$ cat config.mk
export PLATFORM = sky130hd
export DESIGN_NAME = port_decode_reg
export DESIGN_NICKNAME = d
export VERILOG_FILES = /design/src/rtl/port_decode_pkg.sv /design/src/rtl/strobe_edge.sv /design/src/rtl/port_decode_reg.sv
export SDC_FILE = /design/constraint.sdc
export NUM_CORES = 1
export LEC_CHECK = 0
export ABC_CLOCK_PERIOD_IN_PS = 2400
export CAP_MARGIN = 15
export CORE_AREA = 10 10 455 457
export DETAILED_ROUTE_END_ITERATION = 12
export DIE_AREA = 0 0 465 467
export GPL_ROUTABILITY_DRIVEN = 0
export GPL_TIMING_DRIVEN = 0
export PLACE_DENSITY = 0.3
export SETUP_SLACK_MARGIN = 0.05
export SLEW_MARGIN = 25
export SYNTH_ARGS = -nofsm -noshare
export SYNTH_HDL_FRONTEND = slang
export SYNTH_SLANG_ARGS = --single-unit
$ cat constraint.sdc
create_clock -name clk -period 2.4 [get_ports clk]
set_input_delay 0.24 -clock clk [delete_from_list [all_inputs] [get_ports clk]]
set_output_delay 0.24 -clock clk [all_outputs]
set_load 0.1 [all_outputs]
$ cat src/rtl/port_decode_pkg.sv
// Shared sizing and indexing helpers for the registered port decoder.
// Slot numbering is bank-major: slot = bank * NPORT + port.
package port_decode_pkg;

    function automatic int nbank(input int bank_bits);
        return 1 << bank_bits;
    endfunction

    function automatic int nport(input int port_bits);
        return 1 << port_bits;
    endfunction

    function automatic int idx(input int bank, input int port, input int n_port);
        return bank * n_port + port;
    endfunction

    // All-ones value for a saturating counter of width w.
    function automatic longint unsigned sat_max(input int w);
        return (64'd1 << w) - 64'd1;
    endfunction

endpackage

$ cat src/rtl/strobe_edge.sv
// Rising-edge detector for a processor strobe.
// Produces one go pulse per assertion, however long the strobe is held.
module strobe_edge (
    input  logic clk,
    input  logic reset_n,
    input  logic strobe,
    output logic go
);

    logic strobe_q;

    always_ff @(posedge clk or negedge reset_n) begin
        if (!reset_n) begin
            strobe_q <= 1'b0;
        end else begin
            strobe_q <= strobe;
        end
    end

    assign go = strobe & ~strobe_q;

endmodule

$ cat src/rtl/port_decode_reg.sv
// Registered port address decoder: one-hot read/write pulses, read-data return mux,
// strict-address checking and sticky collision/address error status.
module port_decode_reg
    import port_decode_pkg::*;
#(
    parameter  int ADDR_W    = 16,
    parameter  int BANK_BITS = 2,
    parameter  int PORT_BITS = 4,
    parameter  int DATA_W    = 16,
    parameter  int STRICT    = 1,
    parameter  int ECNT_W    = 8,
    localparam int NBANK     = nbank(BANK_BITS),
    localparam int NPORT     = nport(PORT_BITS),
    localparam int NSLOT     = NBANK * NPORT
) (
    input  logic                    clk,
    input  logic                    reset_n,
    input  logic [ADDR_W-1:0]       PORT_ID,
    input  logic                    READ_STROBE,
    input  logic                    WRITE_STROBE,
    input  logic [NSLOT*DATA_W-1:0] RD_DATA,
    input  logic                    ERR_CLR,
    output logic [NSLOT-1:0]        READS,
    output logic [NSLOT-1:0]        WRITES,
    output logic [DATA_W-1:0]       IN_PORT,
    output logic                    RD_VALID,
    output logic                    ADRS_ERR,
    output logic                    COLLIDE,
    output logic [ECNT_W-1:0]       ERR_CNT
);

    localparam int KW = BANK_BITS + PORT_BITS;
    localparam logic [ECNT_W-1:0] ERR_MAX = ECNT_W'(sat_max(ECNT_W));

    logic                 rd_go;
    logic                 wr_go;
    logic [BANK_BITS-1:0] bank;
    logic [PORT_BITS-1:0] port;
    logic [KW-1:0]        k;
    logic [KW-1:0]        kidx;
    logic                 mid_bad;
    logic                 rd_ok;
    logic                 wr_ok;
    logic                 addr_ev;
    logic                 coll_ev;
    logic                 err_ev;
    logic                 rd_pend;
    logic                 rd_bad;
    logic [NSLOT-1:0]     reads_nxt;
    logic [NSLOT-1:0]     writes_nxt;

    strobe_edge u_rd_edge (
        .clk     (clk),
        .reset_n (reset_n),
        .strobe  (READ_STROBE),
        .go      (rd_go)
    );

    strobe_edge u_wr_edge (
        .clk     (clk),
        .reset_n (reset_n),
        .strobe  (WRITE_STROBE),
        .go      (wr_go)
    );

    always_comb begin
        bank    = PORT_ID[ADDR_W-1 -: BANK_BITS];
        port    = PORT_ID[PORT_BITS-1:0];
        k       = KW'(idx(int'(bank), int'(port), NPORT));
        mid_bad = 1'b0;
        for (int i = PORT_BITS; i < ADDR_W - BANK_BITS; i++) begin
            mid_bad = mid_bad | PORT_ID[i];
        end
        if (STRICT == 0) begin
            mid_bad = 1'b0;
        end
    end

    // On a collision the read wins; a strict violation suppresses both pulses.
    always_comb begin
        rd_ok      = rd_go & ~mid_bad;
        wr_ok      = wr_go & ~rd_go & ~mid_bad;
        addr_ev    = (rd_go | wr_go) & mid_bad;
        coll_ev    = rd_go & wr_go;
        err_ev     = addr_ev | coll_ev;
        reads_nxt  = '0;
        writes_nxt = '0;
        if (rd_ok) begin
            reads_nxt[k] = 1'b1;
        end
        if (wr_ok) begin
            writes_nxt[k] = 1'b1;
        end
    end

    always_ff @(posedge clk or negedge reset_n) begin
        if (!reset_n) begin
            READS    <= '0;
            WRITES   <= '0;
            kidx     <= '0;
            rd_pend  <= 1'b0;
            rd_bad   <= 1'b0;
            IN_PORT  <= '0;
            RD_VALID <= 1'b0;
        end else begin
            READS    <= reads_nxt;
            WRITES   <= writes_nxt;
            rd_pend  <= rd_go;
            rd_bad   <= addr_ev & rd_go;
            RD_VALID <= rd_pend;
            if (rd_go) begin
                kidx <= k;
            end
            // Rejected reads still return, with zero data, so the core never waits.
            if (rd_pend) begin
                IN_PORT <= rd_bad ? '0 : RD_DATA[int'(kidx)*DATA_W +: DATA_W];
            end
        end
    end

    always_ff @(posedge clk or negedge reset_n) begin
        if (!reset_n) begin
            ADRS_ERR <= 1'b0;
            COLLIDE  <= 1'b0;
            ERR_CNT  <= '0;
        end else begin
            if (addr_ev) begin
                ADRS_ERR <= 1'b1;
            end else if (ERR_CLR) begin
                ADRS_ERR <= 1'b0;
            end
            if (coll_ev) begin
                COLLIDE <= 1'b1;
            end else if (ERR_CLR) begin
                COLLIDE <= 1'b0;
            end
            if (err_ev) begin
                if (ERR_CLR) begin
                    ERR_CNT <= ECNT_W'(1);
                end else if (ERR_CNT != ERR_MAX) begin
                    ERR_CNT <= ERR_CNT + ECNT_W'(1);
                end
            end else if (ERR_CLR) begin
                ERR_CNT <= '0;
            end
        end
    end

endmodule
==> run metrics, run 1 <==
reg2reg path depth 9; post-synthesis mux area share 0.512; Final setup viols 16; power per standard cell area 473 nW/um^2; power share of the clock group 0.206; fin area 32100 um^2; all-layer global routing usage 0.167; CP arrival 2.98 ns; final antenna-violating net count 0; r2r setup slk -0.18 ns; yosys warns 0; via count 16.3k; Synth top area share 0.385; Peak Freq 0.387 GHz; root buffer selected by CTS clkbuf_16; Synth Instances 1012; CP startpoint kind flip-flop; Flop pwr share 0.197; Slew @ Worst Pin 1.14 ns; Post-synth ARST share 1.00; initial antenna violation count 125; final hold slack 0.129 ns; Worst Hold Depth 2; Pint 8.64 mW; GR Overflow Total 0; Synth area leader mux4_2; maximum capacitance violations 0; relative slew slack 0.243; post-synthesis compound-gate area fraction 0.0589; FF-to-FF End IN_PORT[8]; setup repair after global routing missed its margin true; Area contributors post-synth mux4_2 (39%), dfrtp_1 (30%), mux2i_1 (7.4%), nor2_1 (3.8%), mux4_1 (3.2%); Post-DP Area 29500 um^2; CP max FO 7; # IOs 1200; reg2reg start kidx[1]; LEAKAGE 11.4 nW; largest net degree at the start of global routing 79; Initial DRC Count 792; estimated wirelength of the detail-placed design 167000 um; Synth Cell Area 14000 um^2; routed wire length per instance 38.0 um; syn nets 2058; EDFF count, synth 0; Row Count 164; register area 4130 um^2; top_reg_cell synth dfrtp_1; Pre-antenna DRT Iters 5; area taken by multi-input logic gates 9700 um^2; number of global-route vias before repair 18.1k; Syn Area/Cell 13.8 um^2; clk sink count 165; CTS tree done; Worst Hold End ERR_CNT[1]; Max Root-Sink Buffers 2; worst min-delay path class input port to flip-flop; Worst Setup Slack, final -0.185 ns; Post-Synth Simple-Gate Area 0.0753; Hold Vio Cnt, Final 0; switching pwr 6.52 mW; HP Start ERR_CLR; Die Wd 465 um; switching fraction of total power 0.430; status finished, violations left; Initial Utilization 0.0704; Worst-Skew Late Latency 0.53 ns; Post-Place Worst Slack -1.36 ns; CP Class flip-flop to flip-flop; Final #Nets 3352; fraction of the mapped netlist area in adder cells 0.000895; power share of the combinational group 0.597; # fillers 22.1k; H-tree depth 4; Core Area 198000 um^2; Seq/Total Area, Yosys 0.295; fin crit share 1.08; first-pass GRT wire length 231000 um; most frequent cells in the layout clkdlybuf4s50_1 (1135), mux4_2 (244), dfrtp_1 (164); min Tclk post-route 2.58 ns; cts bufs inserted 17; routed vias/inst 3.27; Die Y 467 um; Yosys cell types 52; clock slew at reported path FFs 0.10 ns; Slew Viols, Final 0; layout cells sized above 1 0.258; DRC 0; failing checks setup timing; commonest non-fill, non-tap cell in the layout clkdlybuf4s50_1; Post-Route WL 190000 um; main combinational cell family by area after synthesis multiplexers; die area 217000 um^2; Power, Total 15.2 mW; Worst EP required 2.79 ns; Critical Path Sink Type flip-flop; IO Port Bufs 1195; Worst Skew 0.0456 ns; #FFs+latches synth 165; Peak VDD IR 0.597 mV; Synth Area in XOR/XNOR 0; P&R area growth vs syn 129%
-- power groups by stage --
stage	clock [mW]	sequential [mW]	combinational (mW)
5_1_grt	3.39	3.00	9.45
2_1_floorplan	0	3.64	2.88
3_3_place_gp	0	3.04	8.17
3_5_place_dp	0	3.04	8.26
4_1_cts	3.35	2.99	9.18
6_report	3.13	2.99	9.04
-- cell families after synthesis --
family	count (synthesis)
mux	385
flops	165
fa+ha+maj	1
simple gates	250
compound gates	99
buf+inv	112
-- worst max-delay path by stage --
stage | from | to | cells after the start
2_1_floorplan | ERR_CNT[2] | ERR_CNT[7] | 6
3_3_place_gp | reset_n | IN_PORT[1] | 1
3_5_place_dp | kidx[1] | IN_PORT[9] | 7
4_1_cts | kidx[1] | IN_PORT[9] | 7
5_1_grt | kidx[1] | IN_PORT[8] | 9
6_report | kidx[1] | IN_PORT[8] | 9
-- critical path, cell delays in order, from the launching register on --
cell and delay (ns):
dfrtp_2 0.42, buf_12 0.16, buf_16 0.15, buf_16 0.16, buf_6 0.11, mux4_2 0.59
a221oi_2 0.31, buf_4 0.21, a221o_2 0.25, nand2_1 0.07
-- synthesized netlist by cell type, types with 2 or more instances --
cell type  instances
a21oi_1            5
a221o_1           10
a221oi_1          11
a221oi_2           5
a22o_1             2
a22oi_1           32
a32oi_1           16
and3_1             2
and4_1             2
buf_1              3
buf_12             4
buf_2             26
buf_4             16
buf_6             22
buf_8              3
clkbuf_1          29
clkinv_1           2
dfrtp_1          165
inv_1              2
mux2_2            26
mux2i_1          103
mux4_1            17
mux4_2           239
nand2_1           68
nand2b_1           2
nand3_1           10
nand3b_1           4
nor2_1           140
nor2b_1            5
nor3_1             2
nor4_1             3
o21ai_0            5
o31ai_1            7
or3_1              5
or3b_2             2
-- per-stage QoR --
| stage | util | setup TNS, ns | instances |
|---|---|---|---|
| finish | 0.162 | -1.97 | 4993 |
| global route | 0.161 | -2.72 | 4978 |
| CTS | 0.160 | -2.58 | 4961 |
| detailed placement | 0.149 | -42.84 | 4879 |
| global placement | 0.147 | -1482.96 | 4863 |
| floorplan | - | 0 | 1012 |
-- flip-flops by register name, summed over array words and instances, names as in the netlist --
| name | count |
|---|---|
| READS | 64 |
| WRITES | 64 |
| IN_PORT | 16 |
| ERR_CNT | 8 |
| kidx | 6 |
| ADRS_ERR | 1 |
| COLLIDE | 1 |
| RD_VALID | 1 |
| rd_bad | 1 |
| rd_pend | 1 |
| u_rd_edge.strobe_q | 1 |
| u_wr_edge.strobe_q | 1 |
-- final cells by class --
cell class	instances	share of cell area
multi-input combinational	735	0.303
timing repair buffer	1276	0.404
antenna	18	0.00141
inverter	4	0.000625
clock buffer	17	0.0133
sequential	165	0.129
tap	2656	0.104
clock inverter	15	0.00558
buffer	107	0.0401
-- metal layers --
| metal | share of wire | global-route usage | vias up |
|---|---|---|---|
| li1 | - | - | 6782 |
| met1 | 0.36 | 0.177 | 8236 |
| met2 | 0.53 | 0.316 | 1034 |
| met3 | 0.091 | 0.0672 | 229 |
| met4 | 0.015 | 0.0200 | 62 |
| met5 | 0.0021 | 0 | - |
-- repair_timing --
action,CTS,global route
endpoints found under the setup margin,67,33
hold buffers,1,0
buffers inserted,47,11
pin swaps,30,30
endpoints found under the hold margin,165,0
gates resized for setup,277,42
cloned,3,3
Note: power is estimated with default switching activity, not from simulation.
==> inputs of run 2 (changes only) <==
Settings changed: CAP_MARGIN 15 to 20, CELL_PAD_IN_SITES_DETAIL_PLACEMENT set to 0, CELL_PAD_IN_SITES_GLOBAL_PLACEMENT set to 2, CORE_AREA 10 10 455 457 to 10 10 459 461, CTS_BUF_LIST set to sky130_fd_sc_hd__clkbuf_16, DIE_AREA 0 0 465 467 to 0 0 469 471, PLACE_DENSITY 0.3 to 0.39.
==> run metrics, run 2 (synthesis gave the netlist of run 1 again) <==
routed wire length per instance 37.6 um; relative slew slack 0.254; Worst Skew 0.0144 ns; Max Root-Sink Buffers 2; failing checks setup timing; CTS tree done; Die Wd 469 um; Slew @ Worst Pin 1.12 ns; IO Port Bufs 1195; initial antenna violation count 112; final antenna-violating net count 0; Peak Freq 0.391 GHz; first-pass GRT wire length 229000 um; CP Class flip-flop to flip-flop; routed vias/inst 3.23; Final #Nets 3332; most frequent cells in the layout clkdlybuf4s50_1 (1114), mux4_2 (242), dfrtp_1 (165); clk sink count 165; Worst Setup Slack, final -0.155 ns; Final setup viols 16; DRC 0; post-layout util 0.158; top flop regs READS x64, WRITES x64, IN_PORT x16; Worst-Skew Late Latency 0.52 ns; dpl cells 4890; all-layer global routing usage 0.163; Critical Path Sink Type flip-flop; HP Start ERR_CLR; Slew Viols, Final 0; die area 221000 um^2; # fillers 22.4k; Critical Path Max Stage Delay 0.64 ns; Worst EP required 2.81 ns; Buf/Inv on CP 4; layout cells sized above 1 0.251; r2r setup slk -0.15 ns; estimated wirelength of the detail-placed design 167000 um; min Tclk post-route 2.55 ns; # IOs 1200; root buffer selected by CTS clkbuf_16; status finished, violations left; fin crit share 1.06; Slowest cell on crit path mux4_2; Crit path max-delay family buffers and inverters; GR Overflow Total 0; setup repair after global routing missed its margin true; LEAKAGE 11.5 nW; number of global-route vias before repair 17.9k; Post-Route WL 188000 um; crit path cell chain buf_12 > buf_16 > buf_16 > mux4_2 > a221oi_2 > buf_4 > a221o_1 > nand2_1; worst min-delay path class input port to flip-flop; largest net degree at the start of global routing 60; CP max FO 7; maximum capacitance violations 0; via count 16.2k; Row Count 165; H-tree depth 4; CP most frequent cell buf_16; cts bufs inserted 17; clock slew at reported path FFs 0.10 ns; Hold Vio Cnt, Final 0; P&R area growth vs syn 128%; CP arrival 2.97 ns; fin cells 5005; Peak VDD IR 0.599 mV; reg2reg start kidx[1]; Initial DRC Count 689; Die Y 471 um; Core Area 201000 um^2; final hold slack 0.157 ns; power per standard cell area 469 nW/um^2; CP startpoint kind flip-flop; Initial Utilization 0.0694; Pre-antenna DRT Iters 4; CP Launch Point kidx[1]; commonest non-fill, non-tap cell in the layout clkdlybuf4s50_1
## run 2: report_power, final
part	switching [mW]	internal, mW
registers	0.105	2.88
logic	4.61	4.25
clock network	1.67	1.41
total	6.39	8.53
## run 2: area by class of cell
cell class / count / area (um^2) / share of cell area
multi-input cells: 735 / 9740 / 0.306
repair buffers: 1256 / 12600 / 0.397
inverters: 4 / 16.3 / 0.000511
flip-flops and latches: 165 / 4130 / 0.130
plain buffers: 107 / 1280 / 0.0403
clock buffers: 17 / 425 / 0.0134
diodes: 34 / 85.1 / 0.00267
clock inverters: 15 / 175 / 0.00550
well taps: 2672 / 3340 / 0.105
## run 2: routing by layer
metal	share of wire	track usage	vias up
met1	0.37	0.176	8185
met4	0.011	0.0173	66
met2	0.52	0.301	956
met3	0.10	0.0696	213
li1	-	-	6769
met5	0.0022	0	-
## run 2: through the flow
stage | area [um^2] | power (mW) | TNS [ns] | setup WS [ns]
5_1_grt | 31700 | 15.7 | -3.04 | -0.243
3_3_place_gp | 29300 | 11.2 | -1369.68 | -7.77
2_1_floorplan | 14000 | 6.52 | 0 | 0.210
4_1_cts | 31400 | 15.3 | -2.99 | -0.251
6_report | 31800 | 14.9 | -1.34 | -0.155
3_5_place_dp | 29400 | 11.2 | -93.61 | -1.29
## run 2: final timing paths
check                         endpoint  depth (start not counted)
max                         IN_PORT[3]                          8
min                         ERR_CNT[1]                          2
max reg2reg                 IN_PORT[3]                          8
min reg2reg                   RD_VALID                          0
max in group asynchronous  IN_PORT[10]                          3
min in group asynchronous    WRITES[0]                          2
## run 2: repair_timing
item	in CTS	in global routing
hold endpoints to repair	55	0
hold buffers	1	0
gates cloned	4	3
setup endpoints to repair	132	54
resized for setup	261	48
pin swaps	18	20
setup buffers	30	13
